===== config.mk =====
export PLATFORM = sky130hd
export DESIGN_NAME = cva6_cfg_desc_resp
export DESIGN_NICKNAME = d
export VERILOG_FILES = /design/src/rtl/cfg_desc_pkg.sv /design/src/rtl/config_pkg.sv /design/src/rtl/cfg_desc_rom.sv /design/src/rtl/cva6_cfg_desc_resp.sv
export SDC_FILE = /design/constraint.sdc
export NUM_CORES = 1
export LEC_CHECK = 0
export CAP_MARGIN = 20
export CORE_MARGIN = 8
export CORE_UTILIZATION = 40
export CTS_CLUSTER_DIAMETER = 30
export DETAILED_ROUTE_END_ITERATION = 8
export GPL_TIMING_DRIVEN = 0
export PLACE_DENSITY = 0.8
export REMOVE_ABC_BUFFERS = 1
export SLEW_MARGIN = 20
export SYNTH_ARGS = -nofsm -noshare
export SYNTH_HDL_FRONTEND = slang
export SYNTH_SLANG_ARGS = --single-unit
export TNS_END_PERCENT = 50

===== constraint.sdc =====
create_clock -name clk_i -period 1.89 [get_ports clk_i]
set_input_delay 0.378 -clock clk_i [delete_from_list [all_inputs] [get_ports clk_i]]
set_output_delay 0.378 -clock clk_i [all_outputs]
set_load 0.05 [all_outputs]

===== src/rtl/cfg_desc_pkg.sv =====
// Layout constants of the configuration descriptor table and the responder state type.
package cfg_desc_pkg;

  localparam logic [31:0] MAGIC     = 32'h43564136;
  localparam logic [15:0] VERSION   = 16'h0001;
  localparam int unsigned NumFields = 104;

  localparam logic [8:0] F_MAGIC = 9'd0, F_FEATURES = 9'd1, F_CACHE = 9'd2, F_SIZES = 9'd3;
  localparam logic [8:0] F_HALT = 9'd4, F_EXC = 9'd5, F_DMBASE = 9'd6, F_RSVD = 9'd7;
  localparam logic [8:0] F_NONIDEM = 9'd8, F_EXEC = 9'd40, F_CACHED = 9'd72;

  localparam int unsigned FB_RVA = 0, FB_RVB = 1, FB_RVC = 2, FB_RVD = 3, FB_RVF = 4;
  localparam int unsigned FB_RVH = 5, FB_RVS = 6, FB_RVU = 7, FB_RVV = 8, FB_RVZCB = 9;
  localparam int unsigned FB_RVZCMP = 10, FB_RVZICOND = 11, FB_CHERIPURE = 12;
  localparam int unsigned FB_CHERIHYB = 13, FB_CVXIF = 14, FB_DEBUG = 15, FB_MMU = 16;
  localparam int unsigned FB_PERFCNT = 17, FB_FPGA = 18;

  typedef enum logic {IDLE, STREAM} state_e;

endpackage


===== src/rtl/config_pkg.sv =====
// Core configuration record and the two configurations this slice is elaborated with.
package config_pkg;

  typedef struct packed {
    int unsigned XLEN;
    bit RVA, RVB, RVC, RVD, RVF, RVH, RVS, RVU, RVV, RVZCB, RVZCMP, RVZiCond;
    bit RVZcheripurecap, RVZcherihybrid, CvxifEn, DebugEn, MmuPresent, PerfCounterEn, FpgaEn;
    int unsigned IcacheByteSize, DcacheByteSize;
    int unsigned NrCommitPorts, NrScoreboardEntries, NrPMPEntries;
    int unsigned NrNonIdempotentRules, NrExecuteRegionRules, NrCachedRegionRules, RASDepth;
    logic [63:0] HaltAddress, ExceptionAddress, DmBaseAddress;
    logic [15:0][63:0] NonIdempotentAddrBase, NonIdempotentLength;
    logic [15:0][63:0] ExecuteRegionAddrBase, ExecuteRegionLength;
    logic [15:0][63:0] CachedRegionAddrBase, CachedRegionLength;
  } cva6_cfg_t;

  // XLEN must stay non-zero so that words-per-field is defined even for the empty config.
  function automatic cva6_cfg_t build_empty_cfg();
    cva6_cfg_t c;
    c = '0;
    c.XLEN = 32;
    return c;
  endfunction

  function automatic cva6_cfg_t build_cv32a6_imac_sv0_cfg();
    cva6_cfg_t c;
    c = '0;
    c.XLEN = 32;
    c.RVA = 1'b1; c.RVC = 1'b1; c.RVS = 1'b1; c.RVU = 1'b1;
    c.DebugEn = 1'b1; c.MmuPresent = 1'b1; c.PerfCounterEn = 1'b1;
    c.IcacheByteSize = 16384; c.DcacheByteSize = 32768;
    c.NrCommitPorts = 2; c.NrScoreboardEntries = 8; c.NrPMPEntries = 8;
    c.NrNonIdempotentRules = 2; c.NrExecuteRegionRules = 3; c.NrCachedRegionRules = 1;
    c.RASDepth = 2;
    c.HaltAddress = 64'h800; c.ExceptionAddress = 64'h808; c.DmBaseAddress = 64'h0;
    c.NonIdempotentAddrBase[0] = 64'h1000_0000; c.NonIdempotentLength[0] = 64'h1000;
    c.NonIdempotentAddrBase[1] = 64'h4000_0000; c.NonIdempotentLength[1] = 64'h1000_0000;
    c.ExecuteRegionAddrBase[0] = 64'h0;         c.ExecuteRegionLength[0] = 64'h1000;
    c.ExecuteRegionAddrBase[1] = 64'h1_0000;    c.ExecuteRegionLength[1] = 64'h1_0000;
    c.ExecuteRegionAddrBase[2] = 64'h8000_0000; c.ExecuteRegionLength[2] = 64'h4000_0000;
    c.CachedRegionAddrBase[0]  = 64'h8000_0000; c.CachedRegionLength[0]  = 64'h4000_0000;
    return c;
  endfunction

  localparam cva6_cfg_t cva6_cfg_empty   = build_empty_cfg();
  localparam cva6_cfg_t cv32a6_imac_sv0  = build_cv32a6_imac_sv0_cfg();

endpackage


===== src/rtl/cfg_desc_rom.sv =====
// Combinational descriptor table: 9-bit word index in, {err, XLEN-bit word} out.
module cfg_desc_rom
  import config_pkg::*;
  import cfg_desc_pkg::*;
#(
  parameter cva6_cfg_t CVA6Cfg = cva6_cfg_empty
) (
  input  logic [8:0]              idx_i,
  output logic                    err_o,
  output logic [CVA6Cfg.XLEN-1:0] data_o
);

  localparam int unsigned XLEN     = CVA6Cfg.XLEN;
  localparam int unsigned WPF      = 64 / XLEN;
  localparam logic [8:0]  NumWords = 9'(NumFields * WPF);

  // Region fields come in base/length pairs; rules past the configured count read as zero.
  function automatic logic [63:0] region_field(input logic [8:0] f, input logic [8:0] first,
                                               input logic [15:0][63:0] base,
                                               input logic [15:0][63:0] len,
                                               input int unsigned nr);
    logic [8:0] k;
    k = (f - first) >> 1;
    if (k >= 9'(nr)) return '0;
    return f[0] ? len[k[3:0]] : base[k[3:0]];
  endfunction

  function automatic logic [63:0] field_value(input logic [8:0] f);
    logic [63:0] v;
    v = '0;
    if (f >= F_CACHED)
      v = region_field(f, F_CACHED, CVA6Cfg.CachedRegionAddrBase, CVA6Cfg.CachedRegionLength,
                       CVA6Cfg.NrCachedRegionRules);
    else if (f >= F_EXEC)
      v = region_field(f, F_EXEC, CVA6Cfg.ExecuteRegionAddrBase, CVA6Cfg.ExecuteRegionLength,
                       CVA6Cfg.NrExecuteRegionRules);
    else if (f >= F_NONIDEM)
      v = region_field(f, F_NONIDEM, CVA6Cfg.NonIdempotentAddrBase, CVA6Cfg.NonIdempotentLength,
                       CVA6Cfg.NrNonIdempotentRules);
    else begin
      case (f)
        F_MAGIC: v = {16'h0, VERSION, MAGIC};
        F_FEATURES: begin
          v[FB_RVA] = CVA6Cfg.RVA;  v[FB_RVB] = CVA6Cfg.RVB;  v[FB_RVC] = CVA6Cfg.RVC;
          v[FB_RVD] = CVA6Cfg.RVD;  v[FB_RVF] = CVA6Cfg.RVF;  v[FB_RVH] = CVA6Cfg.RVH;
          v[FB_RVS] = CVA6Cfg.RVS;  v[FB_RVU] = CVA6Cfg.RVU;  v[FB_RVV] = CVA6Cfg.RVV;
          v[FB_RVZCB] = CVA6Cfg.RVZCB;          v[FB_RVZCMP] = CVA6Cfg.RVZCMP;
          v[FB_RVZICOND] = CVA6Cfg.RVZiCond;    v[FB_CHERIPURE] = CVA6Cfg.RVZcheripurecap;
          v[FB_CHERIHYB] = CVA6Cfg.RVZcherihybrid; v[FB_CVXIF] = CVA6Cfg.CvxifEn;
          v[FB_DEBUG] = CVA6Cfg.DebugEn;        v[FB_MMU] = CVA6Cfg.MmuPresent;
          v[FB_PERFCNT] = CVA6Cfg.PerfCounterEn; v[FB_FPGA] = CVA6Cfg.FpgaEn;
        end
        F_CACHE: v = {CVA6Cfg.IcacheByteSize, CVA6Cfg.DcacheByteSize};
        F_SIZES: v = {8'h0, 8'(CVA6Cfg.RASDepth), 8'(CVA6Cfg.NrCachedRegionRules),
                      8'(CVA6Cfg.NrExecuteRegionRules), 8'(CVA6Cfg.NrNonIdempotentRules),
                      8'(CVA6Cfg.NrPMPEntries), 8'(CVA6Cfg.NrScoreboardEntries),
                      8'(CVA6Cfg.NrCommitPorts)};
        F_HALT:   v = CVA6Cfg.HaltAddress;
        F_EXC:    v = CVA6Cfg.ExceptionAddress;
        F_DMBASE: v = CVA6Cfg.DmBaseAddress;
        F_RSVD:   v = '0;
        default:  v = '0;
      endcase
    end
    return v;
  endfunction

  logic [8:0]  field_idx;
  logic [8:0]  half;
  logic [63:0] field;

  // Each field spans WPF words, low half first.
  always_comb begin
    field_idx = idx_i / 9'(WPF);
    half      = idx_i % 9'(WPF);
    field     = field_value(field_idx);
    err_o     = (idx_i >= NumWords);
    data_o    = err_o ? '0 : XLEN'(field >> (half * 9'(XLEN)));
  end

endmodule


===== src/rtl/cva6_cfg_desc_resp.sv =====
// Burst responder streaming words of the configuration descriptor table, one beat per cycle.
module cva6_cfg_desc_resp
  import config_pkg::*;
  import cfg_desc_pkg::*;
#(
  parameter cva6_cfg_t CVA6Cfg = cva6_cfg_empty
) (
  input  logic                    clk_i,
  input  logic                    rst_i,
  input  logic                    flush_i,
  input  logic                    req_valid_i,
  output logic                    req_ready_o,
  input  logic [7:0]              req_index_i,
  input  logic [3:0]              req_len_i,
  output logic                    resp_valid_o,
  input  logic                    resp_ready_i,
  output logic [CVA6Cfg.XLEN-1:0] resp_data_o,
  output logic                    resp_err_o,
  output logic                    resp_last_o
);

  localparam int unsigned XLEN = CVA6Cfg.XLEN;

  state_e          state_q, state_d;
  logic [8:0]      idx_q, idx_d, rom_idx;
  logic [3:0]      rem_q, rem_d;
  logic            valid_q, valid_d, err_q, err_d, last_q, last_d;
  logic [XLEN-1:0] data_q, data_d, rom_data;
  logic            rom_err, req_hs, beat_hs;

  cfg_desc_rom #(.CVA6Cfg(CVA6Cfg)) i_rom (
    .idx_i  (rom_idx),
    .err_o  (rom_err),
    .data_o (rom_data)
  );

  always_ff @(posedge clk_i or posedge rst_i) begin
    if (rst_i) state_q <= IDLE;
    else       state_q <= state_d;
  end

  always_comb begin
    state_d = state_q;
    case (state_q)
      IDLE:    if (req_hs) state_d = STREAM;
      STREAM:  if (flush_i || (beat_hs && last_q)) state_d = IDLE;
      default: state_d = IDLE;
    endcase
  end

  always_comb begin
    req_ready_o = (state_q == IDLE) && !flush_i;
    req_hs      = req_valid_i && req_ready_o;
    beat_hs     = (state_q == STREAM) && resp_ready_i;
  end

  // The index never wraps: past-the-end words simply report err until the burst ends.
  always_comb begin
    idx_d   = idx_q;
    rem_d   = rem_q;
    valid_d = valid_q;
    data_d  = data_q;
    err_d   = err_q;
    last_d  = last_q;
    rom_idx = (state_q == IDLE) ? {1'b0, req_index_i} : idx_q + 9'd1;
    if (flush_i || (beat_hs && last_q)) begin
      valid_d = 1'b0;
      data_d  = '0;
      err_d   = 1'b0;
      last_d  = 1'b0;
    end else if (req_hs) begin
      idx_d   = rom_idx;
      rem_d   = req_len_i;
      valid_d = 1'b1;
      data_d  = rom_data;
      err_d   = rom_err;
      last_d  = (req_len_i == 4'd0);
    end else if (beat_hs) begin
      idx_d   = rom_idx;
      rem_d   = rem_q - 4'd1;
      data_d  = rom_data;
      err_d   = rom_err;
      last_d  = (rem_q == 4'd1);
    end
  end

  always_ff @(posedge clk_i or posedge rst_i) begin
    if (rst_i) begin
      idx_q   <= '0;
      rem_q   <= '0;
      valid_q <= 1'b0;
      data_q  <= '0;
      err_q   <= 1'b0;
      last_q  <= 1'b0;
    end else begin
      idx_q   <= idx_d;
      rem_q   <= rem_d;
      valid_q <= valid_d;
      data_q  <= data_d;
      err_q   <= err_d;
      last_q  <= last_d;
    end
  end

  assign resp_valid_o = valid_q;
  assign resp_data_o  = data_q;
  assign resp_err_o   = err_q;
  assign resp_last_o  = last_q;

endmodule


# --- After elaboration in Yosys (flattened, before gate mapping) ---
# Memories as Yosys holds them, arrays and structs flattened.
# Index checks and enable logic that the tools add are counted.
op_classes:
  add_sub_neg: 5
  n_mul: 0
  n_div: 0
  order_cmp: 10
  n_eq_ne: 1
  n_shift: 1
  mux: 43
  bitwise: 2
  n_reduce_logical: 12
ops:
  columns: ["operator", "count"]
  rows:
  - ["two-way mux 64 bit", 12]
  - ["two-way mux 32 bit", 4]
  - ["right shift 64 x 6 -> 32 bit", 1]
  - ["two-way mux 9 bit", 3]
  - [">= comparator 8 x 1 -> 1 bit, second input constant", 3]
  - ["two-way mux 1 bit", 19]
  - ["two-way mux 19 bit", 1]
  - ["less-than comparator 4 x 5 -> 1 bit, second input constant", 3]
  - ["two-way mux 14 bit", 1]
  - ["adder 9 x 1 -> 9 bit, second input constant", 1]
  - [">= comparator 9 x 8 -> 1 bit, second input constant", 1]
  - ["logical NOT 9 bit", 1]
  - ["subtractor 8 x 4 -> 9 bit, second input constant", 1]
  - ["subtractor 8 x 6 -> 9 bit, second input constant", 1]
  - ["subtractor 8 x 7 -> 9 bit, second input constant", 1]
  - [">= comparator 8 x 4 -> 1 bit, second input constant", 1]
  - [">= comparator 8 x 6 -> 1 bit, second input constant", 1]
  - [">= comparator 8 x 7 -> 1 bit, second input constant", 1]
  - ["two-way mux 4 bit", 2]
  - ["== test 4 x 1 -> 1 bit, second input constant", 1]
  - ["logical AND 1 bit", 4]
  - ["logical NOT 4 bit", 1]
  - ["nonzero test 2 bit", 2]
  - ["subtractor 4 x 1 -> 4 bit, second input constant", 1]
  - ["6 further kinds", 7]
totals:
  reg_bits: 49
  latch_bits: 0
  mem_bits_rw: 0
  mem_bits_ro: 3072
  n_memories: 3
mem_list:
  columns: ["memory", "depth", "width", "read_ports", "rd_clocked_by_memory_dff", "write_ports", "line_no", "text"]
  rows:
  - ["(name not given)", 16, 64, 1, 0, 0, "cfg_desc_rom.sv:25", "return f[0] ? len[k[3:0]] : base[k[3:0]];"]
  - ["(name not given)", 16, 64, 1, 0, 0, "cfg_desc_rom.sv:25", null]
  - ["(name not given)", 16, 64, 1, 0, 0, "cfg_desc_rom.sv:25", null]

# --- Depth between registers and ports, before layout ---
logic_depth:
  ltp_word: 17
  depth_mapped: 7

# --- By module ---
# Synthesis repeated with hierarchy kept, for this count alone.
hier_totals:
  hier_cells: 235
  area_unflattened_um2: 2563.7
modules_own_cells:
  columns: ["module", "n_inst", "cells_per_inst", "area_per_inst_um2", "seq_area_each_um2"]
  rows:
  - ["cva6_cfg_desc_resp", 1, 198, 2293.4, 1226.2]
  - ["cfg_desc_rom", 1, 37, 270.3, 0.0]

# --- Worst setup path after synthesis ---
# No wires, ideal clock.
synth_path:
  path_type: "register -> register"
  start: "register state_q"
  end: "register last_q, in the netlist resp_last_o"
  setup_time_ps: 130
  arrival_time_ps: 1822
  required_time_ps: 1760
  slack_ps: -63
  stages_incl_launch_ff: 7
  path_buffers: 1
  cell_sequence: "dfrtp_1 -> nor2_1 -> and2_1 -> clkbuf_1 -> nor4b_1 -> a21oi_1 -> o21ai_1"
synth_between:
  elab_chain_cells: 5
synth_lines:
  columns: ["element", "line_no", "text"]
  rows:
  - ["start: declaration", "cva6_cfg_desc_resp.sv:24", "state_e state_q, state_d;"]
  - ["start signal: assignment", "cva6_cfg_desc_resp.sv:39", "else state_q <= state_d;"]
  - ["NOT 1 bit *", null, null]
  - ["logical AND 1 bit *", "cva6_cfg_desc_resp.sv:52", "req_ready_o = (state_q == IDLE) && !flush_i;"]
  - ["via req_ready_o", "cva6_cfg_desc_resp.sv:12", "output logic req_ready_o,"]
  - ["logical AND 1 bit *", "cva6_cfg_desc_resp.sv:53", "req_hs = req_valid_i && req_ready_o;"]
  - ["two-way mux 1 bit", "cva6_cfg_desc_resp.sv:71", "end else if (req_hs) begin"]
  - ["two-way mux 1 bit", "cva6_cfg_desc_resp.sv:66", "if (flush_i || (beat_hs && last_q)) begin"]
  - ["end signal: assignment", "cva6_cfg_desc_resp.sv:101", "last_q <= last_d;"]
  - ["end: declaration", "cva6_cfg_desc_resp.sv:27", "logic valid_q, valid_d, err_q, err_d, last_q, last_d;"]
# Mark *: on every way through the listed nets, which the timed path passes. The rest lies on a longest branch.
# A chain may end at the register's enable or synchronous reset.

# --- Final worst setup path ---
layout_path:
  start: "register state_q"
  end: "output req_ready_o"
layout_between:
  elab_chain_cells: 2
layout_lines:
  columns: ["element", "line_no"]
  rows:
  - ["NOT 1 bit", null]
  - ["logical AND 1 bit", "cva6_cfg_desc_resp.sv:52"]
  - ["end: declaration", "cva6_cfg_desc_resp.sv:12"]
# No other way between the ends.

==> out/results.txt <==
In the post-synthesis netlist, the cell with the most instances is buf_4. The simple-gate share of the synthesized area is 0.175, and the maximum achievable frequency is 0.545 GHz. Row generation in the floorplan step produced 22 rows.

The most used flip-flop cell after synthesis is dfrtp_1. Across all register-to-register paths, the minimum setup slack is 0.07 ns. A synthesized cell averages 8.13 sq um. Synthesis handed over a netlist of 180 instances. The tool flagged a number of max-cap violations equal to 0. The H-tree level count was 1. Final weighted congestion in routability-driven placement: 0.770. The starting density of the core came out at 0.409. The endpoint type of the worst setup path was a primary output. The run gives 3.09 mm as the routed wire length.

The first global-routing pass estimated 5.25 mm of wire. The sequential cell area is 482 sq um. Counting flops with a built-in enable in the synthesized netlist gives 0. During placement, the flow inserted port buffers numbering 34.

For the cell count after placement, the log shows 241. The number of endpoints failing setup at the final stage is 0. The insertion delay of the later-clocked pin in the worst-skew pair was 0.32 ns.

The area fraction of the dominant cell type after synthesis is 0.325. Cell at the root of the clock tree: clkbuf_4. For the multi-input logic area, the log shows 758 sq um. In this run the worst path has a maximum fanout of 30. After detailed routing, the average wire length per cell comes to 12.5 um. Critical path's slowest cell: dfrtp_4. Data required time of the worst path: 1.51 ns.

The run finished with clean final reports. At the pin with the least slew margin, the transition time is 0.719 ns. In this run the remaining antenna-violating nets after routing total 0. For this design the ratio of total power to cell area is 805 nW/um^2. The die covers 5850 sq um.

The complex-gate fraction of the synthesized area is 0.215. The tools report the startpoint class of the critical path as a flip-flop. Counting instances in the post-synthesis netlist gives the leading cell types as 30 x buf_4, 19 x dfrtp_1, 19 x nand2_1, 19 x o21ai_0, 15 x a21oi_1. The setup path with the least slack is of type flip-flop to primary output.

Ranked by total cell area, the synthesized netlist is headed by dfrtp_1 32%, buf_4 15%, o21ai_0 6.5%, a21oi_1 5.1%, nand2_1 4.9%. The worst reg2reg path endpoint was idx_q[6]. Detailed routing inserted a total of 1251 vias.

The HPWL after detailed placement is 2.35 mm. The layout cell share with drive strength beyond 1 was 0.106. The time the worst path needs with I/O delays and setup works out to 1.83 ns.

In this run the critical register-to-register path is launched from state_q. The run gives 0 as the number of buffers inserted by hold repair at cts. The leakage power figure is 0.810 nW. The proportion of register bits with asynchronous set or reset after synthesis was 1.00; the adder and majority cell fraction of the synthesized area was 0.0256. TritonCTS built the clock tree.

The cell area after synthesis was 1460 sq um. At the worst endpoint, the arrival time is 1.46 ns. The synthesis-to-finish area growth was 16.2%; the via count normalized by instance count was 5.06.

The run gives 0.00737 ns as the post-route clock skew. The run gives 1151 as the number of global-route vias before repair. The worst voltage drop across the vdd grid came out at 0.000408 V.

Grouping stages by cell kind, the critical path spends the most delay in flip-flops. For the final total power, the log shows 0.00137 W. Walking the worst path, the cells encountered are nor2_1 -> buf_2.

In the final design database the tool counted 220 nets. The number of storage elements in the synthesis netlist was 19. Minimum hold slack: 0.471 ns. Parity-gate share of the synthesized area counting xor and xnor cells: 0.0179. The global routing usage summed across all routing layers is 0.104. The I/O pin count was 53. Final worst-path cycle share: 0.970.

The die outline width works out to 76.5 um. Relative slew slack: 0.520. For the deepest clock path buffer count, the log shows 2.

In this design, the stage delay of the slowest critical-path cell is 0.63 ns. The tools report the pin count of the biggest net entering global routing as 31. The total CTS buffers came out at 3. The run gives 3580 sq um as the area of the placeable core.

The biggest area contributor in the post-synthesis netlist is dfrtp_1. The number of buffers and inverters on the critical path was 1. The layout has 368 filler cells. Non-filler instance count after layout: 247. The class of the worst hold path is input port to asynchronous set/reset pin.

The tools report the residual DRC count as 0. The tree built by TritonCTS fans out to 19 sinks. The logs give 0 for the number of diodes added for antenna fixing and 0 for the number of warning messages in the yosys log.

The total grt overflow is 0. Synthesis instantiated 42 different standard cells from the library. The floorplan die height is 76.5 um. The sequential share of the synthesized area is 0.325, and the summed area of non-filler cells in the final layout is 1700 sq um. By area, the combinational part of the netlist is dominated by buffers and inverters. The clock transition at the registers of the reported paths is 0.13 ns. The proportion of synthesized area in mux cells was 0.0222.

For the number of max-slew violations in the final report, the log shows 0. The worst register-to-register path has a depth of 3. For the initial antenna violation count, the log shows 0.

The length of the first detailed-routing pass in iterations was 4. Setup repair after global routing could not meet its margin everywhere. The run gives 0 as the number of failing hold endpoints at the final stage.

The first routing iteration left 51 violations. The run gives 1640 sq um as the area after detailed placement.
==> power breakdown <==
part	switching (W)	total, W	internal, W
combinational	0.000305	0.000522	0.000216
sequential	0.000121	0.000619	0.000498
clock	0.000148	0.000229	0.0000809
total	0.000574	0.00137	0.000795
==> cell type report <==
cell class                      count  share of cell area
Clock inverter                      1             0.00442
Multi-Input combinational cell    132               0.446
Clock buffer                        3              0.0132
Tap cell                           48              0.0353
Sequential cell                    19               0.283
Timing Repair Buffer               36               0.200
Inverter                            8              0.0177
==> state kept, by name (all words and copies together) (netlist names) <==
signal and count:
resp_valid_o 1, resp_err_o 1, resp_last_o 1, state_q 1, resp_data_o 2, rem_q 4
idx_q 9
==> timing repair <==
item | CTS | global route
resized for setup | 23 | 10
gates cloned | 0 | 0
setup buffers | 0 | 2
setup endpoints to repair | 30 | 21
==> logic make-up after synthesis <==
kind of cell,Yosys count
other cells,1
flops,19
buf+inv,46
simple gates,52
mux,3
compound gates,53
fa+ha+maj,3
xor+xnor,3
==> through the flow <==
step           setup slack, ns  utilization  TNS [ns]
2_1_floorplan            -2.66            -    -38.45
3_3_place_gp            -0.446        0.459     -3.50
3_5_place_dp            -0.511        0.459     -4.17
4_1_cts                 0.0192        0.463         0
5_1_grt                -0.0172        0.475    -0.142
6_report                0.0562        0.475         0
==> routing by layer <==
metal	vias to the layer above	share of wire	wire length [um]	track usage
li1	618	-	-	-
met1	583	0.45	1400	0.127
met2	45	0.46	1420	0.162
met3	5	0.074	230	0.0366
met4	0	0.013	40	0.0423
met5	-	0	0	0
==> how the worst max path moves through the flow <==
| stage | slack (ns) | to | start | depth (start not counted) |
|---|---|---|---|---|
| final | 0.06 | req_ready_o | state_q | 2 |
| after global routing | -0.02 | resp_data_o[30] | idx_q[1] | 6 |
| after CTS | 0.02 | resp_valid_o | resp_valid_o | 1 |
| after detailed placement | -0.51 | rem_q[2] | state_q | 5 |
| after global placement | -0.45 | rem_q[2] | state_q | 5 |
| after floorplan | -2.66 | resp_data_o[14] | resp_data_o[30] | 0 |
==> placed cells by master (no fill, tap or decap), types with 3 or more instances in the layout <==
| cell type | instances |
|---|---|
| conb_1 | 18 |
| o31ai_1 | 4 |
| o21ai_0 | 18 |
| dlygate4sd2_1 | 14 |
| dfrtp_1 | 16 |
| a31oi_1 | 3 |
| nand2_1 | 19 |
| inv_1 | 7 |
| o21ai_1 | 3 |
| dlymetal6s2s_1 | 3 |
| nor3_1 | 4 |
| clkdlybuf4s50_1 | 16 |
| nor2_1 | 8 |
| nand3_1 | 6 |
| clkbuf_4 | 3 |
| a21oi_1 | 14 |
No activity file was read; power rests on OpenSTA's default activity.
